[config.mk]
export PLATFORM = sky130hd
export DESIGN_NAME = tt_um_ericsmi_uart_tx
export DESIGN_NICKNAME = d
export VERILOG_FILES = /design/src/rtl/tt_um_ericsmi_uart_tx.sv
export SDC_FILE = /design/constraint.sdc
export NUM_CORES = 1
export LEC_CHECK = 0
export ABC_AREA = 1
export BUFFER_PORTS_ARGS = -buffer_cell sky130_fd_sc_hd__buf_2
export CORE_ASPECT_RATIO = 0.6
export CORE_MARGIN = 2
export CORE_UTILIZATION = 55
export CTS_BUF_LIST = sky130_fd_sc_hd__clkbuf_16
export CTS_CLUSTER_SIZE = 8
export DETAILED_ROUTE_END_ITERATION = 10
export PLACE_DENSITY_LB_ADDON = 0.1
export SYNTH_ARGS = -nofsm -noshare
export SYNTH_HDL_FRONTEND = slang
export SYNTH_SLANG_ARGS = --single-unit
export TNS_END_PERCENT = 1
[constraint.sdc]
create_clock -name clk -period 2.6 [get_ports clk]
set_clock_uncertainty 0.15 [all_clocks]
set_input_delay 0.26 -clock clk [delete_from_list [all_inputs] [get_ports clk]]
set_output_delay 0.26 -clock clk [all_outputs]
set_load 0.05 [all_outputs]
[src/rtl/tt_um_ericsmi_uart_tx.sv]
`default_nettype none
// ============================================================================
//  Module      : tt_um_ericsmi_uart_tx
//  Description : TinyTapeout 8N1 UART transmitter. A byte on ui_in is taken
//                when uio_in[0] strobes in IDLE with ena high. The byte is
//                then shifted out LSB first on uo_out[0]. uo_out also
//                carries busy, a one-cycle done pulse and a 5-bit wrapping
//                frame counter.
//  Revision    : 1.0 - initial release
// ============================================================================
module tt_um_ericsmi_uart_tx #(
    parameter int CLKS_PER_BIT = 4
) (
    input  logic       clk,
    input  logic       rst_n,
    input  logic       ena,
    input  logic [7:0] ui_in,
    input  logic [7:0] uio_in,
    output logic [7:0] uo_out,
    output logic [7:0] uio_out,
    output logic [7:0] uio_oe
);

    localparam int             CW       = $clog2(CLKS_PER_BIT);
    localparam logic [CW-1:0]  LAST_CYC = CW'(CLKS_PER_BIT - 1);

    typedef enum logic [1:0] {
        ST_IDLE  = 2'd0,
        ST_START = 2'd1,
        ST_DATA  = 2'd2,
        ST_STOP  = 2'd3
    } state_t;

    state_t          state_q;
    logic [7:0]      shift_q;
    logic [CW-1:0]   cyc_q;
    logic [2:0]      bit_q;
    logic            txd_q;
    logic            busy_q;
    logic            done_q;
    logic [4:0]      count_q;

    // Only the strobe bit of uio_in matters; the rest is deliberately dropped.
    logic unused_uio;
    assign unused_uio = &{1'b0, uio_in[7:1]};

    wire bit_end_w = (cyc_q == LAST_CYC);

    // Frame sequencer: every output is registered so txd changes only on edges.
    always_ff @(posedge clk) begin
        if (!rst_n) begin
            state_q <= ST_IDLE;
            shift_q <= 8'd0;
            cyc_q   <= '0;
            bit_q   <= 3'd0;
            txd_q   <= 1'b1;
            busy_q  <= 1'b0;
            done_q  <= 1'b0;
            count_q <= 5'd0;
        end else begin
            done_q <= 1'b0;
            case (state_q)
                ST_IDLE: begin
                    txd_q  <= 1'b1;
                    busy_q <= 1'b0;
                    // Accepting here also covers the done cycle, which lets
                    // the next start bit follow the stop bit directly.
                    if (ena && uio_in[0]) begin
                        shift_q <= ui_in;
                        state_q <= ST_START;
                        busy_q  <= 1'b1;
                        txd_q   <= 1'b0;
                        cyc_q   <= '0;
                        bit_q   <= 3'd0;
                    end
                end
                ST_START: begin
                    if (bit_end_w) begin
                        cyc_q   <= '0;
                        state_q <= ST_DATA;
                        txd_q   <= shift_q[0];
                    end else begin
                        cyc_q <= cyc_q + CW'(1);
                    end
                end
                ST_DATA: begin
                    if (bit_end_w) begin
                        cyc_q <= '0;
                        if (bit_q == 3'd7) begin
                            state_q <= ST_STOP;
                            txd_q   <= 1'b1;
                        end else begin
                            bit_q   <= bit_q + 3'd1;
                            shift_q <= {1'b0, shift_q[7:1]};
                            txd_q   <= shift_q[1];
                        end
                    end else begin
                        cyc_q <= cyc_q + CW'(1);
                    end
                end
                ST_STOP: begin
                    if (bit_end_w) begin
                        cyc_q   <= '0;
                        state_q <= ST_IDLE;
                        busy_q  <= 1'b0;
                        done_q  <= 1'b1;
                        count_q <= count_q + 5'd1;
                    end else begin
                        cyc_q <= cyc_q + CW'(1);
                    end
                end
                default: begin
                    state_q <= ST_IDLE;
                    txd_q   <= 1'b1;
                    busy_q  <= 1'b0;
                end
            endcase
        end
    end

    assign uo_out  = {count_q, done_q, busy_q, txd_q};
    assign uio_out = 8'h00;
    assign uio_oe  = 8'h00;

endmodule
`default_nettype wire

# Yosys cells after proc, flatten, opt, wreduce, memory -nomap -nowiden
# Cells that the tools add are included.
word_totals:
  in_bits: 19
  register_bits: 23
op_classes:
  add_sub_neg: 3
  eq_ne: 11
  n_mux: 26
  reduce_logical: 12
op_table:
  columns: ["cell", "n"]
  rows:
  - ["$mux 8", 3]
  - ["$pmux 8 s2", 1]
  - ["$mux 2", 7]
  - ["$ne 2x2->1 const B", 6]
  - ["$mux 3", 3]
  - ["$pmux 2 s4", 1]
  - ["$mux 1", 7]
  - ["$eq 2x2->1 const B", 3]
  - ["$pmux 3 s2", 1]
  - ["$reduce_and 2->1", 3]
  - ["$add 5x1->5 const B", 1]
  - ["$reduce_and 5->1", 1]
  - ["$pmux 2 s2", 1]
  - ["$reduce_and 4->1", 1]
  - ["$reduce_bool 2->1", 2]
  - ["$add 3x1->3 const B", 1]
  - ["$eq 3x3->1 const B", 1]
  - ["$pmux 1 s3", 1]
  - ["$reduce_and 3->1", 1]
  - ["$reduce_bool 3->1", 1]
  - ["$reduce_or 3->1", 1]
  - ["$add 2x1->2 const B", 1]
  - ["$eq 2x1->1 const B", 1]
  - ["$logic_not 2->1", 1]
  - ["2 further kinds", 2]

# Logic depth before layout (Yosys ltp)
# Gate-level depths: netlist (run 1).
depth:
  word_depth: 4
  depth_mapped: 10
  ltp_nobuf: 10

# Worst setup path after synthesis (run 1)
# Ideal clock, no wire load.
synth_path:
  path_type: "register -> register"
  start: "register state_q[0]"
  end: "register bit_q[1]"
  path_stages_with_launch: 9
  setup_slack_ps: 1030
  path_buffers: 0
  arrival_time_ps: 1307
  t_required_ps: 2337
  cell_sequence: "dfxtp_1 > inv_1 > ha_1 > nand2_1 > nand2_2 > nor2_2 > nand2_1 > nand2_1 > nor2_1"
synth_via:
  elab_chain_cells: 3
synth_lines:
  columns: ["item", "line_no", "rtl"]
  rows:
  - ["start: declaration", "34", "state_t state_q;"]
  - ["start signal: assignment", "52", "state_q <= ST_IDLE;"]
  - ["start signal: assignment", "70", "state_q <= ST_START;"]
  - ["start signal: assignment", "80", "state_q <= ST_DATA;"]
  - ["$eq 2x2->1 or $logic_not 2->1 (tied branches)", "62", "case (state_q)"]
  - ["$ne 2x2->1 (no line) or $reduce_bool 2->1 (tied branches)", null, null]
  - ["$reduce_and 4->1 (no line)", null, null]
  - ["end signal: assignment", "93", "bit_q <= bit_q + 3'd1;"]
  - ["end: declaration", "37", "logic [2:0] bit_q;"]
# Several ways; a longest one is shown, not always the timed one.
# A chain may end at the register's enable or synchronous reset.

# Final worst setup path (run 1)
layout_path:
  start: "register state_q[0]"
  end: "register bit_q[2]"
# Same word-level chain as after synthesis.

==> summary.md, run 1 <==
| Metric | Value |
|---|---|
| Outcome | completed |
| Sw Pwr | 0.6583 mW |
| Share of layout cells above drive strength 1 | 13.90% |
| Simple-gate share of the synthesized area | 33.10% |
| Critical path cell sequence | inv_1, ha_1, nand2_1, nand2_2, nor2_2, nand2_1, nand2_1, nor2_1 |
| Synth area leader | dfxtp_1 |
| Maximum vdd drop | 0.5902 mV |
| I/O pins | 43 |
| GR Overflow Total | 0 |
| Final setup TNS | 0 ns |
| Die height | 43.38 um |
| DRC errors left | 0 |
| Layout area overhead | 5.546% |
| Row cnt | 14 |
| Unrepaired setup endpoints after global routing | no |
| DR vias/cell | 4.639 |
| Max frequency | 553.9 MHz |
| Xor/xnor cell area share of the yosys netlist | less than 1% |
| Antenna cells | 0 |
| DR vias | 1183 |
| CP max stage cell | dfxtp_1 |
| Post-Syn Area | approximately 0.0014 sq mm |
| Net Sw Frac | 43.28% |
| Clk sinks | 23 |
| CP Max Fanout | 7 |
| Post-synthesis register bit count | 23 |
| Quantity of gates resized following cts | 0 |
| Setup WS pre-CTS | 0.7968 ns |
| Leading post-synthesis cells by cell area | dfxtp_1 (32%), nand2_1 (14%), buf_4 (10%) |
| Multi-input logic area | 734.5 sq um |
| Worst path bufs/invs | 1 |
| Period minus WS final | 1.805 ns |
| Static Leakage | 0.8273 nW |
| Synth cell count leaders | nand2_1 (54), nor2_1 (36), inv_1 (24) |
| Hpwl dp | 1908 um |
| CP peak stage delay | 0.40 ns |
| WS Path Type | reg2reg |
| Final hold slack | approximately 0.17 ns |
| Post-synth ARST share | 0% |
| Global Route Usage Sum | 18.97% |
| Combinational share of power | a little under half |
| CTS tree | yes |
| Starting DRT DRC Count | 30 |
| PD cells | a little over 1000 mW/mm^2 |
| Hold violation count in the final report | 0 |
| Worst-path clk slew | 0.06 ns |
| Post-synth top area share | 32.39% |
| Post-DR wirelength/cell | around 10 um |
| Worst hold path type | in2reg |
| Synthesized instance count | 209 |
| Most frequent cell after synthesis | nand2_1 |
| Mux cell area share after synthesis | 0% |
| DR pass1 iterations | 5 |
| Final period util | 69.44% |
| Syn Area/Cell | 6.801 sq um |
| Internal power consumption | 0.8629 mW |
| Seq/Total Area, Yosys | between 30 and 40% |
| Top_reg_cell synth | dfxtp_1 |
| Initial Utilization | 57.14% |
| Filler cells | 247 |
| Adder-Cell Fraction of Synth Area | between 8 and 9% |
| Later-pin clock latency in the skew report | 0.25 ns |
| Number of synthesized flops with an enable pin | 0 |
| Yosys cell types | 21 |
| Most used cell, CP | nand2_1 |
| Routability congestion estimate | approximately 0.88 |
| Htree depth | 1 |
| Crit end category | flop |
| CTS root buf | clkbuf_16 |
| CTS Hold Bufs | 0 |
| Final worst setup slack | 0.7946 ns |
| Largest net degree at the start of global routing | 20 |
| Core Footprint | 0.002487 sq mm |
| Final ANT Viol Nets | 0 |
| Postcts setup bufs | 0 |
| Die width | about 70 um |
| First-pass GRT wire length | 4416 um |
| CTS Buffer Depth | 2 |
| CTS buffer count | 3 |
| Arrival time worst endpoint | between 1.5 and 2 ns |
| Worst path required time | 2.60 ns |
| Post-synthesis compound-gate area fraction | under 10% |
| Dominant combinational cell family by area after synthesis | simple AND/OR/NAND/NOR gates |
| Crit start category | flop |
| Final net count | 253 |
| PortBufs | 19 |
| Pins over their slew limit | 0 |
| Vias in the first global route | 1057 |
| Initial antenna violation count | 0 |
| Worst path top cell family by delay | simple AND/OR/NAND/NOR gates |
| Sequential share of power | 32.0% |
| Seq. cell area | 460.4 sq um |
| Die area | 0.003020 sq mm |
| Synth Warn # | 0 |
| Max_cap viols | 0 |
| Routed wire length | around 2600 um |
| Clock share of power | between 20% and 30% |
| Final setup fails | 0 |
## layout by cell type (no fill, tap or decap)
| cell | count |
|---|---|
| nor2_1 | 36 |
| buf_2 | 19 |
| ha_1 | 10 |
| nand4_1 | 1 |
| nand3_4 | 1 |
| o21ai_0 | 6 |
| nor3_1 | 2 |
| nand2_1 | 54 |
| dfxtp_1 | 23 |
| nand3_1 | 11 |
| clkbuf_16 | 3 |
| inv_1 | 24 |
| or2_2 | 1 |
| clkinv_2 | 1 |
| a21oi_1 | 8 |
| nor2_2 | 1 |
| conb_1 | 16 |
| nand2_2 | 5 |
| xor2_1 | 1 |
## worst reg2reg max path, cell delays in order (launching register included)
cell	delay, ns
dfxtp_1	0.40
inv_1	0.10
ha_1	0.30
nand2_1	0.21
nand2_2	0.11
nor2_2	0.24
nand2_1	0.08
nand2_1	0.07
nor2_1	0.04
## worst paths after layout
check	start	endpoint	slack (ns)	cells after the start
min reg2reg	count_q[2]	count_q[2]	0.32	2
min	ui_in[7]	shift_q[7]	0.17	5
max	state_q[0]	bit_q[2]	0.79	8
max reg2reg	state_q[0]	bit_q[2]	0.79	8
## routing by layer
layer | vias up | global-route usage [%] | share of wire (%)
met5 | - | 0 | 0
met1 | 515 | 22.97 | 49
li1 | 630 | - | -
met3 | 5 | 5.581 | 5.5
met2 | 33 | 32.69 | 44
met4 | 0 | 7.692 | 1.3
## area by class of cell
class / instances / share of cell area, %
clock inverters: 1 / 0.3336
clock buffers: 3 / 5.004
inverters: 24 / 6.005
multi-input cells: 153 / 48.96
flip-flops and latches: 23 / 30.69
repair buffers: 19 / 6.339
well taps: 32 / 2.669
## registers in the layout, indices dropped and copies added, names as in the netlist
signal and count:
shift_q 8, count_q 5, bit_q 3, cyc_q 2, state_q 2, busy_q 1
done_q 1, txd_q 1
## cell families (layout without fill, tap and decap cells)
logic type | after synthesis | count (layout)
compound gates | 14 | 14
xor+xnor | 1 | 1
fa+ha+maj | 10 | 10
buf+inv | 48 | 47
flops | 23 | 23
other cells | 1 | 16
simple gates | 112 | 112
## power groups by stage
stage / Clock (mW) / Sequential [mW] / Combinational, mW
finish: 0.334 / 0.486 / 0.701
CTS: 0.340 / 0.487 / 0.701
detailed placement: 0 / 0.493 / 0.696
global route: 0.360 / 0.498 / 0.803
global placement: 0 / 0.491 / 0.664
floorplan: 0 / 0.484 / 0.647
## per-stage QoR
stage | power, mW | instances | util [%] | instance area (sq um)
floorplan | 1.131 | 224 | - | 1478
global placement | 1.155 | 251 | 57.09 | 1420
detailed placement | 1.189 | 251 | 57.09 | 1420
CTS | 1.528 | 255 | 60.31 | 1500
global route | 1.661 | 255 | 60.31 | 1500
finish | 1.521 | 255 | 60.31 | 1500
(Power assumes the default switching activity.)
==> inputs of run 2 (changes only) <==
- ABC_AREA: 1 -> 0
- CORE_UTILIZATION: 55 -> 45
- clock period: 2.6 -> 1.5 ns (I/O delays scaled with it)
==> summary.md, run 2 <==
| Metric | Value |
|---|---|
| CTS Buffer Depth | 2 |
| Post-DR wirelength/cell | 12.32 um |
| Registers with the most flip-flops | shift_q (8), count_q (5), bit_q (3) |
| Die area | 0.003463 sq mm |
| Hpwl dp | 1962 um |
| Yosys cell types | 29 |
| PortBufs | 19 |
| Combinational share of power | 49.3% |
| Synth cell count leaders | nand2_1 (26), dfxtp_1 (23), buf_4 (20) |
| GR Overflow Total | 0 |
| Most frequent cells in the layout | nand2_1 (26), buf_2 (19), conb_1 (16), dfxtp_1 (15), buf_4 (14) |
| Post-synthesis register bit count | 23 |
| Placed Instances | 218 |
| Crit end category | flop |
| Number of flip-flops in the largest register | 8 |
| Routability congestion estimate | 0.7541 |
| Initial Utilization | 47.24% |
| Unrepaired setup endpoints after global routing | yes |
| Maximum vdd drop | 0.9442 mV |
| Clock share of power | 20.3% |
| Final setup fails | 16 |
| PD cells | 1673 mW/mm^2 |
| First-pass GRT wire length | 4464 um |
| Top_reg_cell synth | dfxtp_1 |
| DR vias | just over 1000 |
| Largest net degree at the start of global routing | 16 |
| Synth Warn # | 0 |
| Die width | 74.65 um |
| Routed wire length | 2735 um |
| Sw Pwr | 0.9948 mW |
| Die height | 46.39 um |
| Net Sw Frac | about a third |
| Htree depth | 1 |
| Number of synthesized flops with an enable pin | 0 |
| Antenna cells | 0 |
| Violated checks | negative setup slack |
| Final period util | 107.9% |
| Vias in the first global route | 948 |
| Hold violation count in the final report | 0 |
| DR vias/cell | 4.644 |
| Synthesized instance count | between 150 and 200 |
| Post-synth top area share | 34.17% |
| Period minus WS final | 1.619 ns |
| Core Footprint | between 0.002 and 0.003 sq mm |
| Final worst setup slack | -0.1187 ns |
| Post-DP Area | 0.001573 sq mm |
| Layout area overhead | 26.37% |
| Final ANT Viol Nets | 0 |
| Static Leakage | around 0.77 nW |
| Max frequency | 617.8 MHz |
| Post-layout util | between 50% and 60% |
| Post-Syn Area | 0.001348 sq mm |
| Most used cell, CP | ha_4 |
| Clk sinks | 23 |
| Pins over their slew limit | 0 |
| Arrival time worst endpoint | 1.61 ns |
| Sequential share of power | 30.4% |
| Later-pin clock latency in the skew report | 0.25 ns |
| CTS tree | yes |
| Biggest register | shift_q |
| Most frequent cell after synthesis | nand2_1 |
| DR pass1 iterations | 4 |
| Worst path required time | between 1 and 1.5 ns |
| CP Max Fanout | 11 |
| Row cnt | 15 |
| Starting DRT DRC Count | 36 |
| Postcts setup bufs | 0 |
| CP max stage cell | dfxtp_2 |
| Leading post-synthesis cells by cell area | dfxtp_1 (34%), buf_4 (11%), ha_1 (9.3%) |
| Non-filler cells, final | between 200 and 250 |
| CTS buffer count | 3 |
| WS Path Type | reg2reg |
| Global Route Usage Sum | between 10% and 20% |
| Share of layout cells above drive strength 1 | 41.67% |
| Tot Pwr | approximately 2.8 mW |
| DRC errors left | 0 |
| Post-synth ARST share | 0% |
| Commonest non-fill, non-tap cell in the layout | nand2_1 |
| Syn Area/Cell | 8.924 sq um |
| Final net count | 210 |
| Filler cells | 253 |
| Outcome | finished, violations left |
| CTS root buf | clkbuf_16 |
| Final Instance Area | 0.001703 sq mm |
| Worst hold path type | in2reg |
| Synth area leader | dfxtp_1 |
| Initial antenna violation count | 0 |
| Flop-to-flop setup slack | -0.12 ns |
| Seq/Total Area, Yosys | 34.17% |
| I/O pins | 43 |
| Crit start category | flop |
| CTS Hold Bufs | 0 |
| CP peak stage delay | 0.34 ns |
| Internal power consumption | around 1.9 mW |
| Max_cap viols | 0 |
| Critical path cell sequence | ha_4, ha_4, nand2b_4, a211o_1, buf_12, mux2i_1 |
| Worst-path clk slew | 0.06 ns |
-- run 2: changes by cell type in the layout (fill, tap and decap cells not counted), sizes merged, moves of 3 or more --
cell / before / now
nand2: 59 / 26
nor2: 37 / 6
inv: 24 / 2
buf: 19 / 35
mux2i: 0 / 12
mux2: 0 / 7
nand3: 12 / 7
nand2b: 0 / 3
o21ba: 0 / 3
-- run 2: routing by layer --
metal | GRT usage [%] | routed length (um) | vias up
li1 | - | - | 533
met1 | 23.76 | 1395 | 474
met2 | 29.20 | 1214 | 22
met3 | 4.595 | 117 | 2
met4 | 2.143 | 8 | 0
met5 | 0 | 0 | -
-- run 2: worst paths after layout --
kind / endpoint / depth (start not counted) / from
max: shift_q[3] / 6 / bit_q[1]
min: shift_q[7] / 3 / ui_in[7]
max reg2reg: shift_q[3] / 6 / bit_q[1]
min reg2reg: shift_q[6] / 2 / shift_q[6]
-- run 2: metrics by stage --
step	setup slack, ns	TNS [ns]	hold slack (ns)
floorplan	-0.05684	-0.6475	0.1652
global placement	-0.09306	-1.317	0.2734
detailed placement	-0.1396	-1.684	0.2833
CTS	-0.1296	-1.702	0.01767
global route	-0.1730	-2.415	0.05643
finish	-0.1187	-1.605	0.01970
-- run 2: repair_timing --
item                       in CTS  in global routing
pin swaps                       1                  1
gates resized for setup        11                  5
setup endpoints to repair      16                 17
cloned                          0                  0
-- run 2: final cells by class --
| cell class | instances | area, sq um | share of cell area [%] |
|---|---|---|---|
| clock buffers | 3 | 75.07 | 4.409 |
| clock inverters | 1 | 5.005 | 0.2939 |
| inverters | 3 | 11.26 | 0.6613 |
| multi-input cells | 115 | 845.8 | 49.67 |
| flip-flops and latches | 23 | 473.0 | 27.77 |
| well taps | 42 | 52.55 | 3.086 |
| repair buffers | 35 | 240.2 | 14.11 |
-- run 2: cell families (layout without fill, tap and decap cells) --
logic type	Yosys count	in the layout	synth area share [%]
and+or+nand+nor	49	49	16.16
buffers and inverters	28	42	14.11
DFF	23	23	34.17
AOI/OAI and AO/OA	19	19	9.936
muxes	19	19	14.76
adders and majority gates	10	10	9.285
xor gates and xnor gates	2	2	1.300
other	1	16	0.2783
-- run 2: power by group through the flow --
stage,clock network (mW),registers (mW),logic [mW]
final,0.578,0.866,1.41
after global placement,0,0.846,1.33
after CTS,0.589,0.858,1.39
after detailed placement,0,0.854,1.36
after global routing,0.613,0.886,1.52
after floorplan,0,0.841,0.996
-- run 2: critical path: cells and delay by family, from the launching register on --
| kind | cells | cell delay (ns) |
|---|---|---|
| AOI/OAI and AO/OA | 1 | 0.28 |
| buffers and inverters | 1 | 0.16 |
| adders and majority gates | 2 | 0.32 |
| and+or+nand+nor | 1 | 0.13 |
| muxes | 1 | 0.12 |
| DFF | 1 | 0.34 |
